[src/rtl/uart_pkg.sv]
// uart_pkg: types and constants shared by the UART receiver and the future
// transmitter.
//   PAR_NONE/PAR_EVEN/PAR_ODD : parity-mode encodings for the PARITY parameter
//   uart_state_e              : frame FSM state encoding
//   maj3                      : 2-of-3 majority vote
package uart_pkg;

  localparam int PAR_NONE = 0;
  localparam int PAR_EVEN = 1;
  localparam int PAR_ODD  = 2;

  typedef enum logic [2:0] {
    ST_IDLE,
    ST_START,
    ST_DATA,
    ST_PARITY,
    ST_STOP,
    ST_WAIT_HIGH
  } uart_state_e;

  function automatic logic maj3(input logic a, input logic b, input logic c);
    return (a & b) | (a & c) | (b & c);
  endfunction

endpackage

[src/rtl/uart_rx_fifo_gen2_if.sv]
// uart_rx_fifo_gen2_if: host-side handshake bundle of the UART receiver.
//   Data/ParityErr/FrameErr : head-of-FIFO word and its flags
//   Valid/Ack               : FIFO non-empty / pop request
//   Overrun/ClrOvr          : sticky drop flag and its clear
//   Busy                    : frame FSM not idle
// slave = receiver side, master = host side.
interface uart_rx_fifo_gen2_if #(
  parameter int DATA_BITS = 8
);
  logic [DATA_BITS-1:0] Data;
  logic                 ParityErr;
  logic                 FrameErr;
  logic                 Valid;
  logic                 Ack;
  logic                 Overrun;
  logic                 ClrOvr;
  logic                 Busy;

  modport master (
    input  Data, ParityErr, FrameErr, Valid, Overrun, Busy,
    output Ack, ClrOvr
  );

  modport slave (
    output Data, ParityErr, FrameErr, Valid, Overrun, Busy,
    input  Ack, ClrOvr
  );
endinterface

[src/rtl/uart_sync_fifo.sv]
// uart_sync_fifo: single-clock first-word-fall-through FIFO.
//   clk, rst_n     : clock, async active-low reset
//   i_push/i_wdata : write request and word
//   i_pop          : read request (ignored when empty)
//   o_rdata        : head word, forced to 0 while empty
//   o_full/o_empty : status
// A push while full is accepted only if a pop happens in the same cycle.
module uart_sync_fifo #(
  parameter int WIDTH = 10,
  parameter int DEPTH = 4
) (
  input  logic             clk,
  input  logic             rst_n,
  input  logic             i_push,
  input  logic [WIDTH-1:0] i_wdata,
  input  logic             i_pop,
  output logic [WIDTH-1:0] o_rdata,
  output logic             o_full,
  output logic             o_empty
);
  localparam int AW = $clog2(DEPTH);

  logic [AW:0]      r_wptr;
  logic [AW:0]      r_rptr;
  logic [WIDTH-1:0] r_mem [DEPTH];
  logic             w_do_push;
  logic             w_do_pop;

  assign o_empty   = (r_wptr == r_rptr);
  assign o_full    = (r_wptr[AW] != r_rptr[AW]) && (r_wptr[AW-1:0] == r_rptr[AW-1:0]);
  assign w_do_pop  = i_pop && !o_empty;
  // When full, the write slot is the head slot being popped this cycle.
  assign w_do_push = i_push && (!o_full || w_do_pop);

  always_ff @(posedge clk or negedge rst_n) begin
    if (!rst_n) begin
      r_wptr <= '0;
      r_rptr <= '0;
    end else begin
      if (w_do_push) r_wptr <= r_wptr + 1'b1;
      if (w_do_pop)  r_rptr <= r_rptr + 1'b1;
    end
  end

  always_ff @(posedge clk) begin
    if (w_do_push) r_mem[r_wptr[AW-1:0]] <= i_wdata;
  end

  assign o_rdata = o_empty ? '0 : r_mem[r_rptr[AW-1:0]];

endmodule

[src/rtl/uart_rx_fifo_gen2.sv]
// uart_rx_fifo_gen2: parametrised UART receiver with receive FIFO.
//   Clk   : system clock
//   Reset : async active-low reset, release synchronised internally
//   Rx    : asynchronous serial input, idle high
//   bus   : host interface (Data, ParityErr, FrameErr, Valid, Ack,
//           Overrun, ClrOvr, Busy)
// Optional build macro UART_RX_MAJORITY_EN: 2-of-3 majority sampling around
// the bit centre (needs CLK_DIV >= 8); without it a single centre sample.
//
// state        | meaning
// ST_IDLE      | waiting for a falling edge on srx
// ST_START     | timing to mid start bit, rejects false starts
// ST_DATA      | sampling DATA_BITS data bits, LSB first
// ST_PARITY    | sampling and checking the parity bit
// ST_STOP      | sampling STOP_BITS stop bits, pushes the word
// ST_WAIT_HIGH | line held low after a frame, waiting for idle
module uart_rx_fifo_gen2
  import uart_pkg::*;
#(
  parameter int CLK_DIV    = 16,
  parameter int DATA_BITS  = 8,
  parameter int PARITY     = 0,
  parameter int STOP_BITS  = 1,
  parameter int FIFO_DEPTH = 4
) (
  input  logic                Clk,
  input  logic                Reset,
  input  logic                Rx,
  uart_rx_fifo_gen2_if.slave  bus
);
  localparam int CW = $clog2(CLK_DIV);
  localparam logic [CW-1:0] HALF      = CW'(CLK_DIV/2 - 1);
  localparam logic [3:0]    LAST_DATA = 4'(DATA_BITS - 1);
  localparam logic [3:0]    LAST_STOP = 4'(STOP_BITS - 1);
`ifdef UART_RX_MAJORITY_EN
  // The advance happens one cycle after count 0, so reload one less.
  localparam logic [CW-1:0] RELOAD    = CW'(CLK_DIV - 2);
`else
  localparam logic [CW-1:0] RELOAD    = CW'(CLK_DIV - 1);
`endif

  logic [1:0]           r_rst_sync;
  logic                 w_rst_n;
  logic                 r_rx_meta;
  logic                 r_srx;
  uart_state_e          r_state, w_state_nxt;
  logic [CW-1:0]        r_cnt, w_cnt_nxt;
  logic [3:0]           r_idx, w_idx_nxt;
  logic [DATA_BITS-1:0] r_shift, w_shift_nxt;
  logic                 r_perr, w_perr_nxt;
  logic                 r_ferr, w_ferr_nxt;
  logic                 w_push;
  logic                 w_counting;
  logic                 w_tick;
  logic                 w_bit;
  logic                 w_par_exp;
  logic [DATA_BITS+1:0] w_head;
  logic                 w_full;
  logic                 w_empty;
  logic                 w_pop;
  logic                 r_overrun;

  // Async assert, synchronous release.
  always_ff @(posedge Clk or negedge Reset) begin
    if (!Reset) r_rst_sync <= '0;
    else        r_rst_sync <= {r_rst_sync[0], 1'b1};
  end
  assign w_rst_n = r_rst_sync[1];

  // Reset to the idle level so release never looks like a start edge.
  always_ff @(posedge Clk or negedge w_rst_n) begin
    if (!w_rst_n) begin
      r_rx_meta <= 1'b1;
      r_srx     <= 1'b1;
    end else begin
      r_rx_meta <= Rx;
      r_srx     <= r_rx_meta;
    end
  end

  assign w_counting = (r_state == ST_START) || (r_state == ST_DATA) ||
                      (r_state == ST_PARITY) || (r_state == ST_STOP);

`ifdef UART_RX_MAJORITY_EN
  logic r_v1, r_v0, r_tick_d;

  always_ff @(posedge Clk or negedge w_rst_n) begin
    if (!w_rst_n) begin
      r_v1     <= 1'b1;
      r_v0     <= 1'b1;
      r_tick_d <= 1'b0;
    end else begin
      if (r_cnt == CW'(1)) r_v1 <= r_srx;
      if (r_cnt == '0)     r_v0 <= r_srx;
      r_tick_d <= w_counting && (r_cnt == '0) && !r_tick_d;
    end
  end

  assign w_tick = r_tick_d;
  assign w_bit  = maj3(r_v1, r_v0, r_srx);
`else
  assign w_tick = w_counting && (r_cnt == '0);
  assign w_bit  = r_srx;
`endif

  assign w_par_exp = (PARITY == PAR_ODD) ? ~(^r_shift) : ^r_shift;

  always_ff @(posedge Clk or negedge w_rst_n) begin
    if (!w_rst_n) begin
      r_state <= ST_IDLE;
      r_cnt   <= '0;
      r_idx   <= '0;
      r_shift <= '0;
      r_perr  <= 1'b0;
      r_ferr  <= 1'b0;
    end else begin
      r_state <= w_state_nxt;
      r_cnt   <= w_cnt_nxt;
      r_idx   <= w_idx_nxt;
      r_shift <= w_shift_nxt;
      r_perr  <= w_perr_nxt;
      r_ferr  <= w_ferr_nxt;
    end
  end

  always_comb begin
    w_state_nxt = r_state;
    w_cnt_nxt   = r_cnt;
    w_idx_nxt   = r_idx;
    w_shift_nxt = r_shift;
    w_perr_nxt  = r_perr;
    w_ferr_nxt  = r_ferr;
    w_push      = 1'b0;

    // Counter parks at 0 until the tick consumes it.
    if (w_counting && (r_cnt != '0)) w_cnt_nxt = r_cnt - 1'b1;

    case (r_state)
      ST_IDLE: begin
        if (!r_srx) begin
          w_state_nxt = ST_START;
          w_cnt_nxt   = HALF;
        end
      end
      ST_START: begin
        if (w_tick) begin
          if (w_bit) begin
            w_state_nxt = ST_IDLE;
          end else begin
            w_state_nxt = ST_DATA;
            w_cnt_nxt   = RELOAD;
            w_idx_nxt   = '0;
            w_perr_nxt  = 1'b0;
            w_ferr_nxt  = 1'b0;
          end
        end
      end
      ST_DATA: begin
        if (w_tick) begin
          w_shift_nxt = {w_bit, r_shift[DATA_BITS-1:1]};
          w_cnt_nxt   = RELOAD;
          if (r_idx == LAST_DATA) begin
            w_idx_nxt   = '0;
            w_state_nxt = (PARITY != PAR_NONE) ? ST_PARITY : ST_STOP;
          end else begin
            w_idx_nxt = r_idx + 1'b1;
          end
        end
      end
      ST_PARITY: begin
        if (w_tick) begin
          if (w_bit != w_par_exp) w_perr_nxt = 1'b1;
          w_cnt_nxt   = RELOAD;
          w_idx_nxt   = '0;
          w_state_nxt = ST_STOP;
        end
      end
      ST_STOP: begin
        if (w_tick) begin
          if (!w_bit) w_ferr_nxt = 1'b1;
          w_cnt_nxt = RELOAD;
          if (r_idx == LAST_STOP) begin
            w_push      = 1'b1;
            w_cnt_nxt   = '0;
            w_state_nxt = w_bit ? ST_IDLE : ST_WAIT_HIGH;
          end else begin
            w_idx_nxt = r_idx + 1'b1;
          end
        end
      end
      ST_WAIT_HIGH: begin
        if (r_srx) w_state_nxt = ST_IDLE;
      end
      default: w_state_nxt = ST_IDLE;
    endcase
  end

  assign w_pop = !w_empty && bus.Ack;

  uart_sync_fifo #(
    .WIDTH (DATA_BITS + 2),
    .DEPTH (FIFO_DEPTH)
  ) u_fifo (
    .clk     (Clk),
    .rst_n   (w_rst_n),
    .i_push  (w_push),
    .i_wdata ({w_ferr_nxt, r_perr, r_shift}),
    .i_pop   (w_pop),
    .o_rdata (w_head),
    .o_full  (w_full),
    .o_empty (w_empty)
  );

  // Set wins over clear.
  always_ff @(posedge Clk or negedge w_rst_n) begin
    if (!w_rst_n) begin
      r_overrun <= 1'b0;
    end else if (w_push && w_full && !w_pop) begin
      r_overrun <= 1'b1;
    end else if (bus.ClrOvr) begin
      r_overrun <= 1'b0;
    end
  end

  assign bus.Data      = w_head[DATA_BITS-1:0];
  assign bus.ParityErr = w_head[DATA_BITS];
  assign bus.FrameErr  = w_head[DATA_BITS+1];
  assign bus.Valid     = !w_empty;
  assign bus.Overrun   = r_overrun;
  assign bus.Busy      = (r_state != ST_IDLE);

endmodule
[src/flat_wrapper.sv]
// flat-port wrapper written by rule: the top's interface ports become plain ports
module uart_rx_fifo_gen2_flat import uart_pkg::*;
#(
  parameter int CLK_DIV    = 16,
  parameter int DATA_BITS  = 8,
  parameter int PARITY     = 0,
  parameter int STOP_BITS  = 1,
  parameter int FIFO_DEPTH = 4
)
  (Clk, Reset, Rx, bus_Data, bus_ParityErr, bus_FrameErr, bus_Valid, bus_Overrun, bus_Busy, bus_Ack, bus_ClrOvr);
  uart_rx_fifo_gen2_if #(.DATA_BITS(DATA_BITS)) bus_i ();
  input  logic Clk;
  input  logic Reset;
  input  logic Rx;
  output wire logic [$bits(bus_i.Data)-1:0] bus_Data;
  output wire logic [$bits(bus_i.ParityErr)-1:0] bus_ParityErr;
  output wire logic [$bits(bus_i.FrameErr)-1:0] bus_FrameErr;
  output wire logic [$bits(bus_i.Valid)-1:0] bus_Valid;
  output wire logic [$bits(bus_i.Overrun)-1:0] bus_Overrun;
  output wire logic [$bits(bus_i.Busy)-1:0] bus_Busy;
  input wire logic [$bits(bus_i.Ack)-1:0] bus_Ack;
  input wire logic [$bits(bus_i.ClrOvr)-1:0] bus_ClrOvr;
  assign bus_Data = bus_i.Data;
  assign bus_ParityErr = bus_i.ParityErr;
  assign bus_FrameErr = bus_i.FrameErr;
  assign bus_Valid = bus_i.Valid;
  assign bus_Overrun = bus_i.Overrun;
  assign bus_Busy = bus_i.Busy;
  assign bus_i.Ack = bus_Ack;
  assign bus_i.ClrOvr = bus_ClrOvr;
  uart_rx_fifo_gen2 #(.CLK_DIV(CLK_DIV), .DATA_BITS(DATA_BITS), .PARITY(PARITY), .STOP_BITS(STOP_BITS), .FIFO_DEPTH(FIFO_DEPTH)) u_core (.Clk(Clk), .Reset(Reset), .Rx(Rx), .bus(bus_i));
endmodule
[config.mk]
export PLATFORM = sky130hd
export DESIGN_NAME = uart_rx_fifo_gen2_flat
export DESIGN_NICKNAME = d
export VERILOG_FILES = /design/src/rtl/uart_pkg.sv /design/src/rtl/uart_rx_fifo_gen2_if.sv /design/src/rtl/uart_sync_fifo.sv /design/src/rtl/uart_rx_fifo_gen2.sv /design/src/flat_wrapper.sv
export SDC_FILE = /design/constraint.sdc
export NUM_CORES = 1
export LEC_CHECK = 0
export ABC_AREA = 0
export CORE_MARGIN = 3
export CORE_UTILIZATION = 45
export CTS_BUF_LIST = sky130_fd_sc_hd__clkbuf_4
export CTS_CLUSTER_SIZE = 24
export DETAILED_ROUTE_END_ITERATION = 12
export PLACE_DENSITY_LB_ADDON = 0.1
export SYNTH_ARGS = -nofsm -noshare
export SYNTH_HDL_FRONTEND = slang
export SYNTH_SLANG_ARGS = --single-unit
[constraint.sdc]
create_clock -name Clk -period 2 [get_ports Clk]
set_input_delay 0.2 -clock Clk [delete_from_list [all_inputs] [get_ports Clk]]
set_output_delay 0.2 -clock Clk [all_outputs]
set_load 0.1 [all_outputs]
==> results of run 1 <==
## report_power, final
| part | total (mW) | switching (mW) | leakage, nW | internal (mW) |
|---|---|---|---|---|
| logic | 2.65 | 1.56 | 0.797 | 1.09 |
| clock network | 0.836 | 0.558 | 0.0655 | 0.278 |
| registers | 1.69 | 0.0688 | 0.780 | 1.63 |
| total | 5.18 | 2.18 | 1.64 | 3.00 |
## sequential cells by signal, indices dropped and copies added, names as in the netlist
name,count
u_core.r_shift,8
u_core.r_srx,1
u_core.r_perr,1
u_core.r_ferr,1
u_core.u_fifo.r_mem,40
u_core.r_state,3
u_core.u_fifo.r_rptr,3
u_core.r_cnt,4
u_core.u_fifo.r_wptr,3
u_core.bus.Overrun,1
u_core.r_rx_meta,1
u_core.r_idx,4
u_core.r_rst_sync,2
## cell type report
type,instances,area share (%)
well taps,96,2.92
clock buffers,9,1.64
flip-flops and latches,72,48.7
multi-input cells,154,32.7
inverters,9,0.820
clock inverters,7,1.49
repair buffers,41,11.7
## stage by stage
stage	setup WS [ns]	TNS, ns
6_report	-0.0388	-0.242
5_1_grt	-0.134	-1.16
4_1_cts	-0.102	-0.920
3_5_place_dp	0.0681	0
3_3_place_gp	0.0732	0
2_1_floorplan	-0.0390	-1.52
## cell usage in the layout, fill, tap and decap left out, types with 2 or more instances in the layout
cell	count
a21oi_1	7
a22oi_1	2
and2_2	2
and2_4	16
buf_12	12
buf_4	21
buf_6	3
clkbuf_4	9
clkdlybuf4s50_1	4
clkinvlp_4	2
dfrtp_1	29
dfstp_2	2
edfxtp_1	40
ha_1	6
inv_1	7
inv_2	2
inv_6	3
mux2_2	8
mux4_2	10
nand2_1	18
nand2_4	2
nand2b_1	4
nand3_1	5
nor2_1	10
nor3b_4	2
o21ai_0	9
o21ai_1	8
o22ai_1	3
or3b_1	2
xnor2_1	10
xor2_1	2
xor2_2	2
## logic make-up after synthesis
family | after synthesis | synth area share (%)
AO/OA/AOI/OAI | 36 | 6.43
XOR/XNOR | 16 | 4.52
adder cells (fa/ha/maj) | 8 | 3.06
buffers and inverters | 17 | 2.07
flip-flops | 72 | 61.4
multiplexers | 20 | 10.3
other | 1 | 0.115
AND/OR/NAND/NOR | 69 | 12.1
## layer usage
metal,vias up,track usage [%],wire length [µm]
li1,961,-,-
met5,-,0,0
met3,9,4.06,228
met1,965,20.3,2690
met2,36,22.7,2910
met4,0,5.90,78
## critical path: cells and delay by family, from the launching register on
kind / cells / cell delay, ns
XOR/XNOR: 1 / 0.18
buffers and inverters: 2 / 0.30
flip-flops: 1 / 0.45
AND/OR/NAND/NOR: 3 / 0.49
## how the worst max path moves through the flow
stage,from,end,slack [ns],cells after the start
finish,u_core.u_fifo.r_rptr[0],bus_Data[2],-0.04,6
global route,u_core.u_fifo.r_rptr[0],bus_Data[2],-0.13,6
CTS,u_core.u_fifo.r_rptr[0],bus_FrameErr,-0.10,5
detailed placement,u_core.r_idx[1],u_core.u_fifo.r_mem[0][3],0.07,7
global placement,u_core.r_idx[1],u_core.u_fifo.r_mem[0][3],0.07,7
floorplan,u_core.r_cnt[0],u_core.u_fifo.r_mem[0][0],-0.04,6
## timing repair
| item | in CTS | in global routing |
|---|---|---|
| pin swaps | 0 | 7 |
| hold endpoints to repair | 2 | 0 |
| buffers inserted | 4 | 2 |
| hold buffers | 1 | 0 |
| cloned | 1 | 4 |
| setup endpoints to repair | 10 | 51 |
| gates resized for setup | 19 | 20 |
==> flow_metrics.env, run 1 <==
export IMPL_grt_max_degree=31
export IMPL_final_cell_area_um2=4120
export IMPL_rrSetupSlack_ns=0.08
export IMPL_nNetsFinal=300
export IMPL_power_leakage_nw=1.64
export IMPL_violations="negative setup slack"
export IMPL_synth_most_common_cell="edfxtp_1"
export IMPL_syn_num_nets=252
export IMPL_rows=30
export IMPL_hold_ws_ns=0.180
export IMPL_synth_edf_count=40
export IMPL_grt_pass1_vias=1939
export IMPL_regArea_um2=2010
export IMPL_yosysUniqueCellTypes=43
export IMPL_gr_total_overflow=0
export IMPL_slew_viol_final=0
export IMPL_worstReg2RegStart="u_core.r_idx[0]"
export IMPL_die_y_um=91.2
export IMPL_crit_chain="buf_6 > xor2_4 > nor2_4 > nand2_4 > and2_4 > buf_12"
export IMPL_finalSetupViolations=10
export IMPL_dr_pass1_iters=4
export IMPL_drc=0
export IMPL_hold_class="in -> reg"
export IMPL_grt_pass1_wl_mm=9.59
export IMPL_ios=18
export IMPL_die_area_um2=8320
export IMPL_yosys_warnings=0
export IMPL_path_clk_slew_ns=0.13
export IMPL_n_antenna_cell=0
export IMPL_finalCriticalPeriod_ns=2.04
export IMPL_finalCoreUtilization_pct=59.6
export IMPL_critPathMaxFanout=7
export IMPL_hold_start="Rx"
export IMPL_finClkSkew_ns=0.0245
export IMPL_outcome="complete, but fails checks"
export IMPL_dpl_cell_area_um2=3790
export IMPL_dp_cells=362
export IMPL_antenna_left=0
export IMPL_wl_mm=5.91
export IMPL_clock_sinks=72
export IMPL_synth_yosys_seq_area_share_pct=61.4
export IMPL_cp_start_kind="flop"
export IMPL_pwr_density_cell_nw_per_um2=1260
export IMPL_whs_path_depth=1
export IMPL_required_ns=1.80
export IMPL_netlist_instances=239
export IMPL_worst_slack_ns=-0.0388
export IMPL_synth_top_cell_by_area="edfxtp_1"
export IMPL_end_kind="output pin"
export IMPL_cpPeakStageDelay_ns=0.45
export IMPL_syn_avg_cell_area_um2=13.7
export IMPL_areaGrowthSynthToFinish_pct=26.1
export IMPL_path_class="reg -> out"
export IMPL_synth_top_area_share_pct=36.8
export IMPL_stdcell_count=388
export IMPL_grt_setup_unrepaired="yes"
export IMPL_vias=1971
export IMPL_yosys_top_cells_count="edfxtp_1 (40), dfrtp_1 (30), nand2_1 (19)"
export IMPL_r2r_end="u_core.u_fifo.r_mem[3][8]"
export IMPL_antenna_found_initial=0
export IMPL_multi_input_comb_area_um2=1350
export IMPL_synth_seq_cells=72
export IMPL_clock_latency_ns=0.41
export IMPL_maxCapViolations=0
export IMPL_cts_tree="done"
export IMPL_reg2reg_depth=8
export IMPL_worst_ep_arrival_time_ns=1.84
export IMPL_cp_slowest_cell="dfrtp_2"
export IMPL_syn_area_um2=3270
export IMPL_ctsHtreeMaxLevel=3
export IMPL_fmax_ghz=0.490
export IMPL_cts_buffer_depth=2
export IMPL_ys_flop_type="edfxtp_1"
export IMPL_drt_iter0_drc=132
export IMPL_die_w_um=91.2
export IMPL_globalplace_congestion=0.802
export IMPL_grtUsageTotal_pct=14.9
export IMPL_fill_cells=557
export IMPL_async_flop_share_pct=44.4
export IMPL_whs_endpoint="u_core.r_rx_meta"
export IMPL_timing_final_crit_share_pct=102
export IMPL_core_area_um2=6910
export IMPL_root_buffer="clkbuf_4"
export IMPL_wire_per_inst_um=15.2
export IMPL_dp_final_hpwl_mm=3.82
export IMPL_initial_core_util_pct=47.3
export IMPL_ir_worst_vdd_mv=0.867
export IMPL_cts_buffers=9
export IMPL_ys_top_cells_by_area="edfxtp_1 (37%), dfrtp_1 (23%), mux4_2 (6.9%), ha_1 (3.1%), xnor2_1 (2.9%)"
export IMPL_finalPower_mw=5.18
export IMPL_layout_drive_gt1_share_pct=37.7
export IMPL_port_buffers=17
export IMPL_via_per_inst=5.08
export IMPL_hold_viol=0
(Power assumes the default switching activity.)
==> run 2, diff against run 1 <==
Settings changed: CAP_MARGIN from default to 0, CTS_BUF_LIST sky130_fd_sc_hd__clkbuf_4 to sky130_fd_sc_hd__clkbuf_4 sky130_fd_sc_hd__clkbuf_8.
==> flow_metrics.env, run 2 (same netlist as run 1, synthesis figures left out) <==
export IMPL_outcome="completed"
export IMPL_hold_class="reg -> async"
export IMPL_nNetsFinal=301
export IMPL_finalCriticalPeriod_ns=1.94
export IMPL_cp_slowest_cell="mux4_2"
export IMPL_finalSetupViolations=0
export IMPL_root_buffer="clkbuf_8"
export IMPL_hold_viol=0
export IMPL_largest_reg_flops=40
export IMPL_drt_iter0_drc=118
export IMPL_hold_ws_ns=0.255
export IMPL_crit_chain="buf_12 > mux4_2 > and2_4 > buf_12"
export IMPL_areaGrowthSynthToFinish_pct=25.7
export IMPL_clock_latency_ns=0.34
export IMPL_end_kind="output pin"
export IMPL_via_per_inst=5.11
export IMPL_busiest_layer="met2"
export IMPL_path_class="reg -> out"
export IMPL_fin_setup_tns_ns=0
export IMPL_cpPeakStageDelay_ns=0.50
export IMPL_die_y_um=91.2
export IMPL_p_comb_share_pct=48.4
export IMPL_grt_use_met2_pct=22.3
export IMPL_p_sw_mw=2.13
export IMPL_die_area_um2=8320
export IMPL_cts_buffers=9
export IMPL_grt_max_degree=31
export IMPL_drc=0
export IMPL_finalPower_mw=5.29
export IMPL_maxCapViolations=0
export IMPL_ir_worst_vdd_mv=0.698
export IMPL_wire_per_inst_um=14.8
export IMPL_fmax_ghz=0.515
export IMPL_path_clk_slew_ns=0.08
export IMPL_grt_pass1_vias=1942
export IMPL_cts_tree="done"
export IMPL_port_buffers=17
export IMPL_internal_power_mw=3.16
export IMPL_power_leakage_nw=1.66
export IMPL_clock_sinks=72
export IMPL_layout_commonest_cell="edfxtp_1"
export IMPL_dp_cells=362
export IMPL_timing_final_crit_share_pct=97.1
export IMPL_slew_viol_final=0
export IMPL_crit_buf_inv=2
export IMPL_required_ns=1.80
export IMPL_fill_cells=559
export IMPL_switching_share_pct=40.3
export IMPL_ctsHtreeMaxLevel=3
export IMPL_layout_drive_gt1_share_pct=34.5
export IMPL_vias=1986
export IMPL_grtUsageTotal_pct=14.6
export IMPL_grt_setup_unrepaired="yes"
export IMPL_wl_mm=5.77
export IMPL_crit_family="multiplexers"
export IMPL_rrSetupSlack_ns=0.07
export IMPL_antenna_left=0
export IMPL_sequentialPowerShare_pct=31.6
export IMPL_globalplace_congestion=0.802
export IMPL_n_antenna_cell=0
export IMPL_dr_pass1_iters=4
export IMPL_worst_path_most_repeated_cell="buf_12"
export IMPL_worst_ep_arrival_time_ns=1.74
export IMPL_grt_use_met1_pct=19.8
export IMPL_cts_buffer_depth=2
export IMPL_finClkSkew_ns=0.0142
export IMPL_die_w_um=91.2
export IMPL_core_area_um2=6910
export IMPL_grt_pass1_wl_mm=9.45
export IMPL_initial_core_util_pct=47.3
export IMPL_ios=18
export IMPL_rows=30
export IMPL_grtUsageMet3_pct=2.65
export IMPL_antenna_found_initial=0
export IMPL_finalCoreUtilization_pct=59.4
export IMPL_critPathMaxFanout=11
export IMPL_cp_start_kind="flop"
export IMPL_gr_total_overflow=0
export IMPL_stdcell_count=389
export IMPL_clkPwrFrac_pct=19.9
export IMPL_pwr_density_cell_nw_per_um2=1290
export IMPL_layout_cells_most_common_list="edfxtp_1 (40), dfrtp_1 (30), buf_4 (25), and2_4 (18), nand2_1 (18)"
export IMPL_dp_final_hpwl_mm=3.82
[run 2: cell types whose count changed in the layout (fill, tap and decap cells not counted), sizes merged]
cell | previous run | this run
nand2 | 20 | 19
buf | 36 | 38
[run 2: path summary, 6_finish.rpt]
check | start | end | cells past startpoint
setup reg to reg | u_core.u_fifo.r_rptr[0] | u_core.u_fifo.r_wptr[0] | 9
hold / removal | u_core.r_rst_sync[1] | u_core.r_shift[6] | 1
hold reg to reg | u_core.r_rst_sync[1] | u_core.r_shift[6] | 1
max in group asynchronous | Reset | u_core.r_rst_sync[1] | 2
setup / recovery | u_core.u_fifo.r_rptr[0] | bus_Data[5] | 4
min in group Clk | Rx | u_core.r_rx_meta | 1
[run 2: what timing repair did]
| item | 4_1_cts | 5_1_grt |
|---|---|---|
| setup endpoints to repair | 10 | 51 |
| pin swaps | 0 | 5 |
| resized for setup | 12 | 10 |
| hold buffers | 1 | 0 |
| setup buffers | 4 | 3 |
| hold endpoints to repair | 2 | 0 |
| gates cloned | 0 | 3 |
[run 2: final cells by class]
type / instances / area (µm²) / share of cell area (%)
flip-flops and latches: 72 / 2000 / 48.8
repair buffers: 43 / 498 / 12.1
clock buffers: 9 / 124 / 3.02
inverters: 9 / 33.8 / 0.823
well taps: 96 / 120 / 2.93
multi-input cells: 153 / 1260 / 30.8
clock inverters: 7 / 61.3 / 1.49
[run 2: power by group through the flow]
| stage | clock, mW | combinational, mW | sequential [mW] |
|---|---|---|---|
| 6_report | 1.05 | 2.56 | 1.67 |
| 5_1_grt | 1.16 | 2.69 | 1.68 |
| 4_1_cts | 1.08 | 2.55 | 1.67 |
| 3_5_place_dp | 0 | 2.40 | 1.70 |
| 3_3_place_gp | 0 | 2.39 | 1.70 |
| 2_1_floorplan | 0 | 1.62 | 1.72 |
[run 2: metrics by stage]
| stage | cell area [µm²] | setup WS [ns] |
|---|---|---|
| floorplan | 3280 | -0.0390 |
| global route | 4110 | -0.00942 |
| detailed placement | 3790 | 0.0681 |
| finish | 4110 | 0.0583 |
| CTS | 4050 | 0.00129 |
| global placement | 3790 | 0.0732 |
[run 2: layer usage]
metal | vias up | routed length (µm) | share of wire [%]
met5 | - | 0 | 0
met4 | 0 | 142 | 2.5
met3 | 10 | 164 | 2.8
met2 | 35 | 2780 | 48
met1 | 981 | 2680 | 46
li1 | 960 | - | -
==> run 3, diff against run 2 <==
Settings changed: CAP_MARGIN 0 to default, CORE_UTILIZATION 45 to 54, REMOVE_ABC_BUFFERS from default to 1.
==> flow_metrics.env, run 3 (same netlist as run 1, synthesis figures left out) <==
export IMPL_outcome="completed"
export IMPL_grtUsageMet3_pct=5.03
export IMPL_cts_buffers=9
export IMPL_cts_buffer_depth=2
export IMPL_cts_tree="done"
export IMPL_grt_setup_unrepaired="yes"
export IMPL_path_clk_slew_ns=0.07
export IMPL_gr_total_overflow=0
export IMPL_maxCapViolations=0
export IMPL_path_class="reg -> out"
export IMPL_critPathMaxFanout=6
export IMPL_finalCoreUtilization_pct=74.0
export IMPL_antenna_found_initial=0
export IMPL_busiest_layer="met2"
export IMPL_drt_iter0_drc=147
export IMPL_port_buffers=17
export IMPL_grt_pass1_vias=2057
export IMPL_worst_ep_arrival_time_ns=1.79
export IMPL_layout_drive_gt1_share_pct=36.5
export IMPL_final_cell_area_um2=4200
export IMPL_die_y_um=83.8
export IMPL_sequentialPowerShare_pct=29.7
export IMPL_clock_latency_ns=0.34
export IMPL_grt_pass1_wl_mm=10.3
export IMPL_core_area_um2=5680
export IMPL_p_comb_share_pct=48.2
export IMPL_clock_sinks=72
export IMPL_hold_viol=0
export IMPL_dpl_cell_area_um2=3790
export IMPL_ir_worst_vdd_mv=1.32
export IMPL_drc=0
export IMPL_initial_core_util_pct=57.6
export IMPL_pwr_density_cell_nw_per_um2=1350
export IMPL_finalSetupViolations=0
export IMPL_p_sw_mw=2.19
export IMPL_internal_power_mw=3.50
export IMPL_grt_use_met1_pct=24.8
export IMPL_wire_per_inst_um=16.9
export IMPL_die_area_um2=7020
export IMPL_grt_use_met2_pct=31.7
export IMPL_required_ns=1.80
export IMPL_rows=27
export IMPL_ios=18
export IMPL_n_antenna_cell=0
export IMPL_vias=2036
export IMPL_fmax_ghz=0.503
export IMPL_areaGrowthSynthToFinish_pct=28.5
export IMPL_nNetsFinal=304
export IMPL_dr_pass1_iters=4
export IMPL_finalCriticalPeriod_ns=1.99
export IMPL_via_per_inst=5.53
export IMPL_end_kind="output pin"
export IMPL_switching_share_pct=38.4
export IMPL_ctsHtreeMaxLevel=3
export IMPL_timing_final_crit_share_pct=99.4
export IMPL_dp_final_hpwl_mm=4.02
export IMPL_grt_max_degree=31
export IMPL_cp_start_kind="flop"
export IMPL_globalplace_congestion=0.815
export IMPL_power_leakage_nw=1.71
export IMPL_grtUsageTotal_pct=19.2
export IMPL_slew_viol_final=0
export IMPL_finClkSkew_ns=0.00526
export IMPL_hold_class="reg -> async"
export IMPL_clkPwrFrac_pct=22.0
export IMPL_root_buffer="clkbuf_8"
export IMPL_layout_commonest_cell="edfxtp_1"
export IMPL_stdcell_count=368
export IMPL_layout_cells_most_common_list="edfxtp_1 (40), dfrtp_1 (29), buf_4 (24), nand2_1 (18), buf_12 (17)"
export IMPL_antenna_left=0
export IMPL_dp_cells=341
export IMPL_die_w_um=83.8
export IMPL_largest_reg_flops=40
export IMPL_wl_mm=6.22
[run 3: cell count changes in the layout (fill, tap and decap cells not counted), sizes merged]
cell / previous run / this run
and2: 19 / 16
buf: 38 / 44
bufinv: 0 / 2
clkinv: 1 / 2
clkinvlp: 2 / 1
inv: 13 / 11
[run 3: what timing repair did]
action,CTS,global route
cloned,1,0
resized for setup,16,12
setup endpoints to repair,10,54
hold endpoints to repair,2,0
pin swaps,4,2
hold buffers,1,0
setup buffers,8,2
[run 3: worst paths after layout]
| check | start | to | slack [ns] | cells after the start |
|---|---|---|---|---|
| setup / recovery | u_core.u_fifo.r_rptr[0] | bus_Data[4] | 0.01 | 7 |
| hold / removal | u_core.r_rst_sync[1] | u_core.r_idx[2] | 0.26 | 1 |
| setup reg to reg | u_core.r_cnt[1] | u_core.u_fifo.r_mem[1][1] | 0.10 | 7 |
| hold reg to reg | u_core.r_rst_sync[1] | u_core.r_idx[2] | 0.26 | 1 |
| max in group asynchronous | Reset | u_core.r_rst_sync[1] | 1.34 | 2 |
| min in group Clk | Rx | u_core.r_rx_meta | 0.27 | 1 |
[run 3: area by class of cell]
type                    instances  area (µm²)
fillers                       377        1480
well taps                      72        90.1
clock buffers                   9         124
clock inverters                 7        93.8
flip-flops and latches         72        2010
multi-input cells             150        1250
repair buffers                 49         604
inverters                       9        33.8
[run 3: routing by layer]
metal / up-vias / wire length, µm
met3: 11 / 207
met1: 1021 / 2720
met2: 44 / 3180
li1: 960 / -
met4: 0 / 112
met5: - / 0
[run 3: stage by stage]
| step | setup slack, ns | total power, mW | setup TNS, ns | hold slack [ns] |
|---|---|---|---|---|
| 3_5_place_dp | 0.0290 | 4.09 | 0 | 0.266 |
| 5_1_grt | -0.0825 | 5.92 | -0.847 | 0.249 |
| 3_3_place_gp | 0.104 | 4.07 | 0 | 0.265 |
| 6_report | 0.0123 | 5.69 | 0 | 0.256 |
| 2_1_floorplan | -0.846 | 3.28 | -13.59 | -0.0956 |
| 4_1_cts | -0.0140 | 5.72 | -0.0659 | 0.259 |
[run 3: power groups by stage]
| stage | sequential (mW) | clock [mW] | combinational (mW) |
|---|---|---|---|
| 2_1_floorplan | 1.81 | 0 | 1.47 |
| 3_3_place_gp | 1.70 | 0 | 2.37 |
| 3_5_place_dp | 1.70 | 0 | 2.39 |
| 4_1_cts | 1.69 | 1.28 | 2.76 |
| 5_1_grt | 1.70 | 1.34 | 2.87 |
| 6_report | 1.69 | 1.25 | 2.74 |
[run 3: worst max-delay path, cell delays in order (launching register included)]
cell and delay (ns):
dfrtp_2 0.46, buf_6 0.14, xor2_2 0.17, nor2_2 0.13, nand2_2 0.09, buf_12 0.15, and2_4 0.16, buf_12 0.16
